[src/rtl/tdm_pkg.sv]
// ---------------------------------------------------------------------------
// tdm_pkg
// Constants and FSM encoding shared by the receive-side demux (tdm_demux8)
// and the transmit-side TDM mux.
//   TDM_SLOTS  : number of slots per frame
//   TDM_SLOT_W : sample width on the shared bus
//   TDM_CNT_W  : width of the slot counter
//   tdm_state_e: ST_HUNT (waiting for slot 0), ST_RECV (collecting 1..7)
// ---------------------------------------------------------------------------
package tdm_pkg;

    localparam int TDM_SLOTS  = 8;
    localparam int TDM_SLOT_W = 3;
    localparam int TDM_CNT_W  = 3;

    typedef enum logic [0:0] {
        ST_HUNT = 1'b0,
        ST_RECV = 1'b1
    } tdm_state_e;

endpackage : tdm_pkg

[src/rtl/tdm_demux8_if.sv]
// ---------------------------------------------------------------------------
// tdm_demux8_if
// Shared TDM bus carrying one slot sample per valid beat.
//   din        : slot sample
//   din_valid  : din carries a sample this cycle
//   frame_sync : qualified by din_valid, current beat is slot 0
// Modports:
//   master : drives the bus (transmitter / bench)
//   slave  : samples the bus (tdm_demux8)
// ---------------------------------------------------------------------------
interface tdm_demux8_if
    import tdm_pkg::*;
#(
    parameter int W = TDM_SLOT_W
) ();

    logic [W-1:0] din;
    logic         din_valid;
    logic         frame_sync;

    modport master (
        output din,
        output din_valid,
        output frame_sync
    );

    modport slave (
        input din,
        input din_valid,
        input frame_sync
    );

endinterface : tdm_demux8_if

[src/rtl/tdm_slot_ctr.sv]
// ---------------------------------------------------------------------------
// tdm_slot_ctr
// Slot counter shared by the TDM mux and demux.
//   clk  : rising-edge clock
//   rst  : synchronous active-high reset (counter -> 0)
//   load : sync beat, counter -> 1 (the sync beat itself is slot 0)
//   inc  : data beat, counter -> counter + 1 (7 wraps to 0)
//   slot : current slot index, i.e. the slot the next data beat fills
//   wrap : counter is 7, the next data beat completes the frame
// load has priority over inc.
// ---------------------------------------------------------------------------
module tdm_slot_ctr
    import tdm_pkg::*;
(
    input  logic                 clk,
    input  logic                 rst,
    input  logic                 load,
    input  logic                 inc,
    output logic [TDM_CNT_W-1:0] slot,
    output logic                 wrap
);

    logic [TDM_CNT_W-1:0] slot_r;

    // Slot counter register: load-to-1 on sync, increment on a data beat.
    always_ff @(posedge clk) begin
        if (rst) begin
            slot_r <= 3'd0;
        end else if (load) begin
            slot_r <= 3'd1;
        end else if (inc) begin
            slot_r <= slot_r + 3'd1;
        end else begin
            slot_r <= slot_r;
        end
    end

    assign slot = slot_r;
    assign wrap = (slot_r == 3'd7);

endmodule : tdm_slot_ctr

[src/rtl/tdm_demux8.sv]
// ---------------------------------------------------------------------------
// tdm_demux8
// Receive-side 8-channel TDM demultiplexer. Slots 0..7 of a frame are
// collected into a shadow buffer; on the slot-7 beat all eight channel
// outputs are updated together and frame_done pulses for one cycle.
// A sync beat while a frame is in progress abandons the partial frame and
// restarts collection with that beat as slot 0.
//
// Ports:
//   clk          : rising-edge clock
//   rst          : synchronous active-high reset
//   bus          : tdm_demux8_if.slave (din, din_valid, frame_sync)
//   Out0..Out7   : last complete frame, channel n = slot n (registered)
//   frame_done   : one-cycle pulse, Out0..Out7 updated this cycle
//   sync_err     : one-cycle pulse on premature sync or a beat dropped
//                  while hunting
//
// Optional feature macro: TDM_DEMUX_SYNC_CHECK_EN
//   defined   : sync_err detection logic is built
//   undefined : sync_err is tied to 0; frame capture is identical
// ---------------------------------------------------------------------------
module tdm_demux8
    import tdm_pkg::*;
#(
    parameter int W = TDM_SLOT_W
) (
    input  logic         clk,
    input  logic         rst,
    tdm_demux8_if.slave  bus,
    output logic [W-1:0] Out0,
    output logic [W-1:0] Out1,
    output logic [W-1:0] Out2,
    output logic [W-1:0] Out3,
    output logic [W-1:0] Out4,
    output logic [W-1:0] Out5,
    output logic [W-1:0] Out6,
    output logic [W-1:0] Out7,
    output logic         frame_done,
    output logic         sync_err
);

    tdm_state_e           state_r;
    tdm_state_e           state_nx_s;
    logic [TDM_CNT_W-1:0] slot_s;
    logic                 wrap_s;
    logic                 sync_beat_s;
    logic                 data_beat_s;
    logic                 recv_beat_s;
    logic                 last_s;
    logic [W-1:0]         sh_r  [TDM_SLOTS];
    logic [W-1:0]         out_r [TDM_SLOTS];
    logic                 frame_done_r;

    assign sync_beat_s = bus.din_valid & bus.frame_sync;
    assign data_beat_s = bus.din_valid & ~bus.frame_sync;
    // Data beats only count while a frame is open; in HUNT they are dropped.
    assign recv_beat_s = data_beat_s & (state_r == ST_RECV);
    assign last_s      = recv_beat_s & wrap_s;

    tdm_slot_ctr u_slot_ctr (
        .clk  (clk),
        .rst  (rst),
        .load (sync_beat_s),
        .inc  (recv_beat_s),
        .slot (slot_s),
        .wrap (wrap_s)
    );

    // FSM state register.
    always_ff @(posedge clk) begin
        if (rst) begin
            state_r <= ST_HUNT;
        end else begin
            state_r <= state_nx_s;
        end
    end

    // FSM next-state: a sync beat always (re)opens a frame; slot 7 closes it.
    always_comb begin
        state_nx_s = state_r;
        case (state_r)
            ST_HUNT: begin
                if (sync_beat_s) begin
                    state_nx_s = ST_RECV;
                end else begin
                    state_nx_s = ST_HUNT;
                end
            end
            ST_RECV: begin
                if (sync_beat_s) begin
                    state_nx_s = ST_RECV;
                end else if (last_s) begin
                    state_nx_s = ST_HUNT;
                end else begin
                    state_nx_s = ST_RECV;
                end
            end
            default: begin
                state_nx_s = ST_HUNT;
            end
        endcase
    end

    // Shadow buffer: sync beat fills slot 0, data beats fill the counted slot.
    always_ff @(posedge clk) begin
        if (rst) begin
            for (int i = 0; i < TDM_SLOTS; i++) begin
                sh_r[i] <= {W{1'b0}};
            end
        end else if (sync_beat_s) begin
            sh_r[0] <= bus.din;
        end else if (recv_beat_s) begin
            sh_r[slot_s] <= bus.din;
        end else begin
            sh_r <= sh_r;
        end
    end

    // Output registers: slot 7 comes straight from the bus so the whole
    // frame appears on the same edge as its last beat.
    always_ff @(posedge clk) begin
        if (rst) begin
            for (int i = 0; i < TDM_SLOTS; i++) begin
                out_r[i] <= {W{1'b0}};
            end
            frame_done_r <= 1'b0;
        end else if (last_s) begin
            for (int i = 0; i < TDM_SLOTS - 1; i++) begin
                out_r[i] <= sh_r[i];
            end
            out_r[TDM_SLOTS-1] <= bus.din;
            frame_done_r       <= 1'b1;
        end else begin
            out_r        <= out_r;
            frame_done_r <= 1'b0;
        end
    end

`ifdef TDM_DEMUX_SYNC_CHECK_EN
    logic sync_err_r;

    // Error pulse: sync inside an open frame, or a data beat lost in HUNT.
    always_ff @(posedge clk) begin
        if (rst) begin
            sync_err_r <= 1'b0;
        end else begin
            sync_err_r <= (sync_beat_s & (state_r == ST_RECV)) |
                          (data_beat_s & (state_r == ST_HUNT));
        end
    end

    assign sync_err = sync_err_r;
`else
    assign sync_err = 1'b0;
`endif

    assign Out0       = out_r[0];
    assign Out1       = out_r[1];
    assign Out2       = out_r[2];
    assign Out3       = out_r[3];
    assign Out4       = out_r[4];
    assign Out5       = out_r[5];
    assign Out6       = out_r[6];
    assign Out7       = out_r[7];
    assign frame_done = frame_done_r;

endmodule : tdm_demux8

[src/flat_wrapper.sv]
// flat-port wrapper written by rule: the top's interface ports become plain ports
module tdm_demux8_flat import tdm_pkg::*;
#(
    parameter int W = TDM_SLOT_W
)
  (clk, rst, Out0, Out1, Out2, Out3, Out4, Out5, Out6, Out7, frame_done, sync_err, bus_din, bus_din_valid, bus_frame_sync);
  tdm_demux8_if #(.W(W)) bus_i ();
  input  logic clk;
  input  logic rst;
  output logic [W-1:0] Out0;
  output logic [W-1:0] Out1;
  output logic [W-1:0] Out2;
  output logic [W-1:0] Out3;
  output logic [W-1:0] Out4;
  output logic [W-1:0] Out5;
  output logic [W-1:0] Out6;
  output logic [W-1:0] Out7;
  output logic frame_done;
  output logic sync_err;
  input wire logic [$bits(bus_i.din)-1:0] bus_din;
  input wire logic [$bits(bus_i.din_valid)-1:0] bus_din_valid;
  input wire logic [$bits(bus_i.frame_sync)-1:0] bus_frame_sync;
  assign bus_i.din = bus_din;
  assign bus_i.din_valid = bus_din_valid;
  assign bus_i.frame_sync = bus_frame_sync;
  tdm_demux8 #(.W(W)) u_core (.clk(clk), .rst(rst), .bus(bus_i), .Out0(Out0), .Out1(Out1), .Out2(Out2), .Out3(Out3), .Out4(Out4), .Out5(Out5), .Out6(Out6), .Out7(Out7), .frame_done(frame_done), .sync_err(sync_err));
endmodule
[config.mk]
export PLATFORM = sky130hd
export DESIGN_NAME = tdm_demux8_flat
export DESIGN_NICKNAME = d
export VERILOG_FILES = /design/src/rtl/tdm_pkg.sv /design/src/rtl/tdm_demux8_if.sv /design/src/rtl/tdm_slot_ctr.sv /design/src/rtl/tdm_demux8.sv /design/src/flat_wrapper.sv
export SDC_FILE = /design/constraint.sdc
export NUM_CORES = 1
export LEC_CHECK = 0
export CAP_MARGIN = 25
export CORE_MARGIN = 2
export CORE_UTILIZATION = 55
export CTS_BUF_LIST = sky130_fd_sc_hd__clkbuf_4
export CTS_CLUSTER_DIAMETER = 200
export DETAILED_ROUTE_END_ITERATION = 10
export PLACE_DENSITY = 0.91
export SETUP_SLACK_MARGIN = 0.4
export SLEW_MARGIN = 40
export SYNTH_ARGS = -nofsm -noshare
export SYNTH_HDL_FRONTEND = slang
export SYNTH_SLANG_ARGS = --single-unit
[constraint.sdc]
create_clock -name clk -period 2.8 [get_ports clk]
set_input_delay 0.28 -clock clk [delete_from_list [all_inputs] [get_ports clk]]
set_output_delay 0.28 -clock clk [all_outputs]
set_load 0.01 [all_outputs]
; After elaboration in Yosys (flattened, before gate mapping)
; Cells that the tools add are included.
[op_classes]
add_sub_neg = 1
n_mul = 0
div_mod_pow = 0
n_lt_le_gt_ge = 2
n_eq_ne = 1
shift = 0
n_mux = 12
bitwise_logic = 8
n_reduce_logical = 4
[op_table]
columns = cell, n
row1 = 24-bit bitwise mux, 1
row2 = 24-bit two-way mux, 1
row3 = 3-bit demux with 3-bit select, 1
row4 = 1-bit two-way mux, 6
row5 = 3-bit two-way mux, 2
row6 = 1-bit bitwise AND, 4
row7 = "4-bit >= comparator, second input constant", 1
row8 = "4-bit by 1-bit less-than comparator with 1-bit output, second input constant", 1
row9 = 3-bit NOT with 4-bit output, 1
row10 = "3-bit by 1-bit adder with 3-bit output, second input constant", 1
row11 = "3-bit == test, second input constant", 1
row12 = 1-bit NOT, 3
row13 = 1-bit case mux with 2 select lines, 1
row14 = 2-bit AND reduction, 1
row15 = 2-bit nonzero test, 1
row16 = 2-bit OR reduction, 1
row17 = 1-bit logical AND, 1
[totals]
reg_bits = 53
latch_bits = 0
mem_bits_rw = 0
mem_bits_ro = 0
inputBits = 7
out_inout_bits = 26
word_cells = 48
memories = 0

; Longest topological paths before layout
[logic_depth]
ltp_word = 8
depth_mapped = 7
mapped_depth_nobuf = 5

; By module
; A second synthesis with hierarchy kept.
[hier_totals]
cells_unflattened = 224
area_unflattened_um2 = 2035.7
[modules_own_cells]
columns = module, instances, cells_each, area_per_inst_um2, seq_area_each_um2
row1 = tdm_demux8, 1, 212, 1903.1, 940.9
row2 = tdm_slot_ctr, 1, 12, 132.6, 60.1

; Least setup slack after synthesis
; Ideal clock, no wire load.
[synth_path]
path_kind = register to register
startpoint = register u_core.u_slot_ctr.slot_r[1] (netlist: u_core.u_slot_ctr.slot[1])
endpoint = register u_core.out_r, in the netlist u_core.Out4[0]
setup_time_ns = 0.070
t_arrival_ns = 1.397
required_time_ns = 2.730
slack_ns = 1.333
path_stages_with_launch = 8
n_path_buf = 2
period_less_slack_ns = 1.467
cell_sequence = dfxtp_1 ha_1 ha_1 and4b_1 buf_2 buf_6 nand2_1 a21oi_1
[synth_via]
elab_chain_len = 2
[synth_lines]
columns = item, line
row1 = from (decl), tdm_slot_ctr.sv:23  ; logic [TDM_CNT_W-1:0] slot_r;
row2 = from (signal assigned), tdm_slot_ctr.sv:32  ; slot_r <= slot_r + 3'd1;
row3 = from (signal assigned), tdm_slot_ctr.sv:34  ; slot_r <= slot_r;
row4 = 3-bit == test, tdm_slot_ctr.sv:39  ; assign wrap = (slot_r == 3'd7);
row5 = 1-bit bitwise AND, tdm_demux8.sv:58  ; assign last_s = recv_beat_s & wrap_s;
row6 = "to (signal, indexed assignment)", tdm_demux8.sv:124  ; out_r[i] <= {W{1'b0}};
row7 = "to (signal, indexed assignment)", tdm_demux8.sv:129  ; out_r[i] <= sh_r[i];
row8 = "to (signal, indexed assignment)", tdm_demux8.sv:131  ; out_r[TDM_SLOTS-1] <= bus.din;
row9 = to (decl), tdm_demux8.sv:51  ; logic [W-1:0] out_r [TDM_SLOTS];
; No other way between the ends.
; A chain may end at the register's enable or synchronous reset.

; Final worst setup path
[layout_path]
startpoint = register u_core.u_slot_ctr.slot_r[1] (netlist: u_core.u_slot_ctr.slot[1])
endpoint = register u_core.out_r, in the netlist u_core.Out6[0]
; The elaborated chain is that of the path after synthesis.

==> metrics.txt <==
run status complete, no violations; Crit Path Category flip-flop to flip-flop; cell taking the most area after synthesis dfxtp_1; period utilization 0.655; first-pass GRT wire length 6.25 mm; most frequent cells in the layout nand2_1, dfxtp_1, clkdlybuf4s50_1; Synth Register Bits 50; Final Hold Fails 0; worst skew pair latency 360 ps; Antenna diodes 0; largest net degree at the start of global routing 36; Setup violations, final 0; DR DRC count 0; Post-DP Area 2320 um2; vias 1,544; grt total ovfl 0; GP Congestion 0.745; Setup Skew 8.64 ps; max-slew violation count 0; Total Routing Usage GR 0.194; CP required 3090 ps; Worst-path clk slew 130 ps; Syn Inst Count 216; area grow syn2layout 19.5%; CTS H-tree lvls 2; routed wire length 3.67 mm; Rel. slew slack 0.615; setup TNS 0 ps; Port Buf Inserts 31; average size of a mapped cell 9.30 um2; WL/cell 12.7 um; remaining antenna violation count after routing 0; root buffer cell clkbuf_4; drt pass-1 iters 4; total CTS buffers 5; HP Class flip-flop to flip-flop; VDD IR-drop max 331 uV; CTS Hold Bufs 0; core area 3420 um2; Post-CTS Setup Repair Bufs 0; Die ar. 4150 um2; post-synthesis instance area 2010 um2; Die W 64.4 um; # nets final 253; initial core utilization 0.588; post-CTS sizing 0; Final Critical Period 1830 ps; Sink Count 50; RSZ-0062 raised after global routing no; post-synth top area share 0.498; largest cells by area after synthesis dfxtp_1, nand2_1, mux2i_1; initial DRC count 89; Worst Path Arrival 2130 ps; post-synthesis sequential area ratio 0.498; yosys warns 0; FMAX 545 MHz; leading cell type in the layout, fill and taps excluded nand2_1; row cnt 21; fill count 270; nature of the critical path endpoint flip-flop; final instance area 2400 um2; initial antenna violation count 0; Max Cap Viol 0; Synth cell types 25; layout cells sized above 1 0.0738; boundary pin count 33; Slew @ Worst Pin 576 ps; vias in the first global route 1,383; leakage 0.929 nW; Mapped Nets 225; CP Max Fanout 19; clk buf depth 2; post-DP HPWL 2.44 mm; die height 64.4 um; TritonCTS clock tree done; P per Cell Area 492 nW/um2; vias per cell 5.32; CP Launch Type flip-flop
[worst max-delay path, stage by stage, from the launching register on]
cell and delay (ps):
dfxtp_1 530, ha_1 210, ha_1 190, and4b_1 340
buf_4 290, nand2_1 80, a21oi_1 140
[path summary, 6_finish.rpt]
check	startpoint	to	slack, ps	cells after the start
worst max-delay path	u_core.u_slot_ctr.slot[1]$_SDFFE_PP0P_	u_core.Out6[0]$_SDFFE_PP0P_	970	6
worst min-delay path	u_core.Out2[0]$_SDFFE_PP0P_	u_core.Out2[0]$_SDFFE_PP0P_	460	2
worst max register to register	u_core.u_slot_ctr.slot[1]$_SDFFE_PP0P_	u_core.Out6[0]$_SDFFE_PP0P_	970	6
worst min register to register	u_core.Out2[0]$_SDFFE_PP0P_	u_core.Out2[0]$_SDFFE_PP0P_	460	2
[routing by layer]
metal	global-route usage	wire, um
met4	0.0638	64
met1	0.242	1700
met2	0.319	1760
met3	0.0625	149
met5	0	0
[metrics by stage]
step / std cells / hold WS (ps) / worst slack [ps] / utilization / power (mW)
after floorplan: 216 / 416 / 1330 / - / 0.778
after global placement: 283 / 439 / 873 / 0.680 / 0.796
after detailed placement: 283 / 446 / 830 / 0.680 / 0.796
after CTS: 290 / 464 / 994 / 0.703 / 1.19
after global routing: 290 / 479 / 792 / 0.703 / 1.23
final: 290 / 461 / 966 / 0.703 / 1.18
[state kept, by name (all words and copies together), names as in the netlist]
signal and flops:
u_core.Out2 3, u_core.state_r 1, u_core.sh_r 21, u_core.Out3 3, u_core.Out4 3, u_core.Out6 3
u_core.frame_done 1, u_core.Out5 3, u_core.u_slot_ctr.slot 3, u_core.Out7 3, u_core.Out0 3, u_core.Out1 3
[logic make-up (layout without fill, tap and decap cells)]
kind of cell	Yosys count	count (layout)	synth area share
compound gates	35	35	0.102
fa+ha+maj	2	2	0.0125
buf+inv	14	42	0.0411
flops	50	50	0.498
mux	18	18	0.0897
other cells	1	1	0.00187
simple gates	96	96	0.254
[where the power goes]
| part | switching, mW | total (mW) | leakage [nW] | internal [mW] |
|---|---|---|---|---|
| Clock | 0.214 | 0.399 | 0.0413 | 0.185 |
| Sequential | 0.00700 | 0.725 | 0.404 | 0.718 |
| Combinational | 0.0321 | 0.0577 | 0.484 | 0.0256 |
[Yosys cell counts]
library cell  number
and4b_1            1
nor2_1             4
nand2b_1          24
nand3_2            4
buf_6              2
a22oi_1            2
nor2b_1            3
clkbuf_1           4
nand2_1           53
ha_1               2
a21oi_1           25
mux2i_1           18
o311ai_0           3
and4bb_2           1
a211oi_1           1
nand4b_1           3
buf_4              2
and3b_1            1
o21ai_0            1
nor4b_2            1
conb_1             1
o22a_1             3
buf_2              6
dfxtp_1           50
nand4b_2           1
[layout make-up]
cell class                 instances  area, um2  share of cell area
clock inverter                     2       38.8              0.0162
timing repair buffer              35        340               0.142
sequential                        50       1000               0.417
multi-input combinational        152        925               0.385
clock buffer                       5       37.5              0.0156
tap                               46       57.6              0.0240
Note: power is estimated with default switching activity, not from simulation.
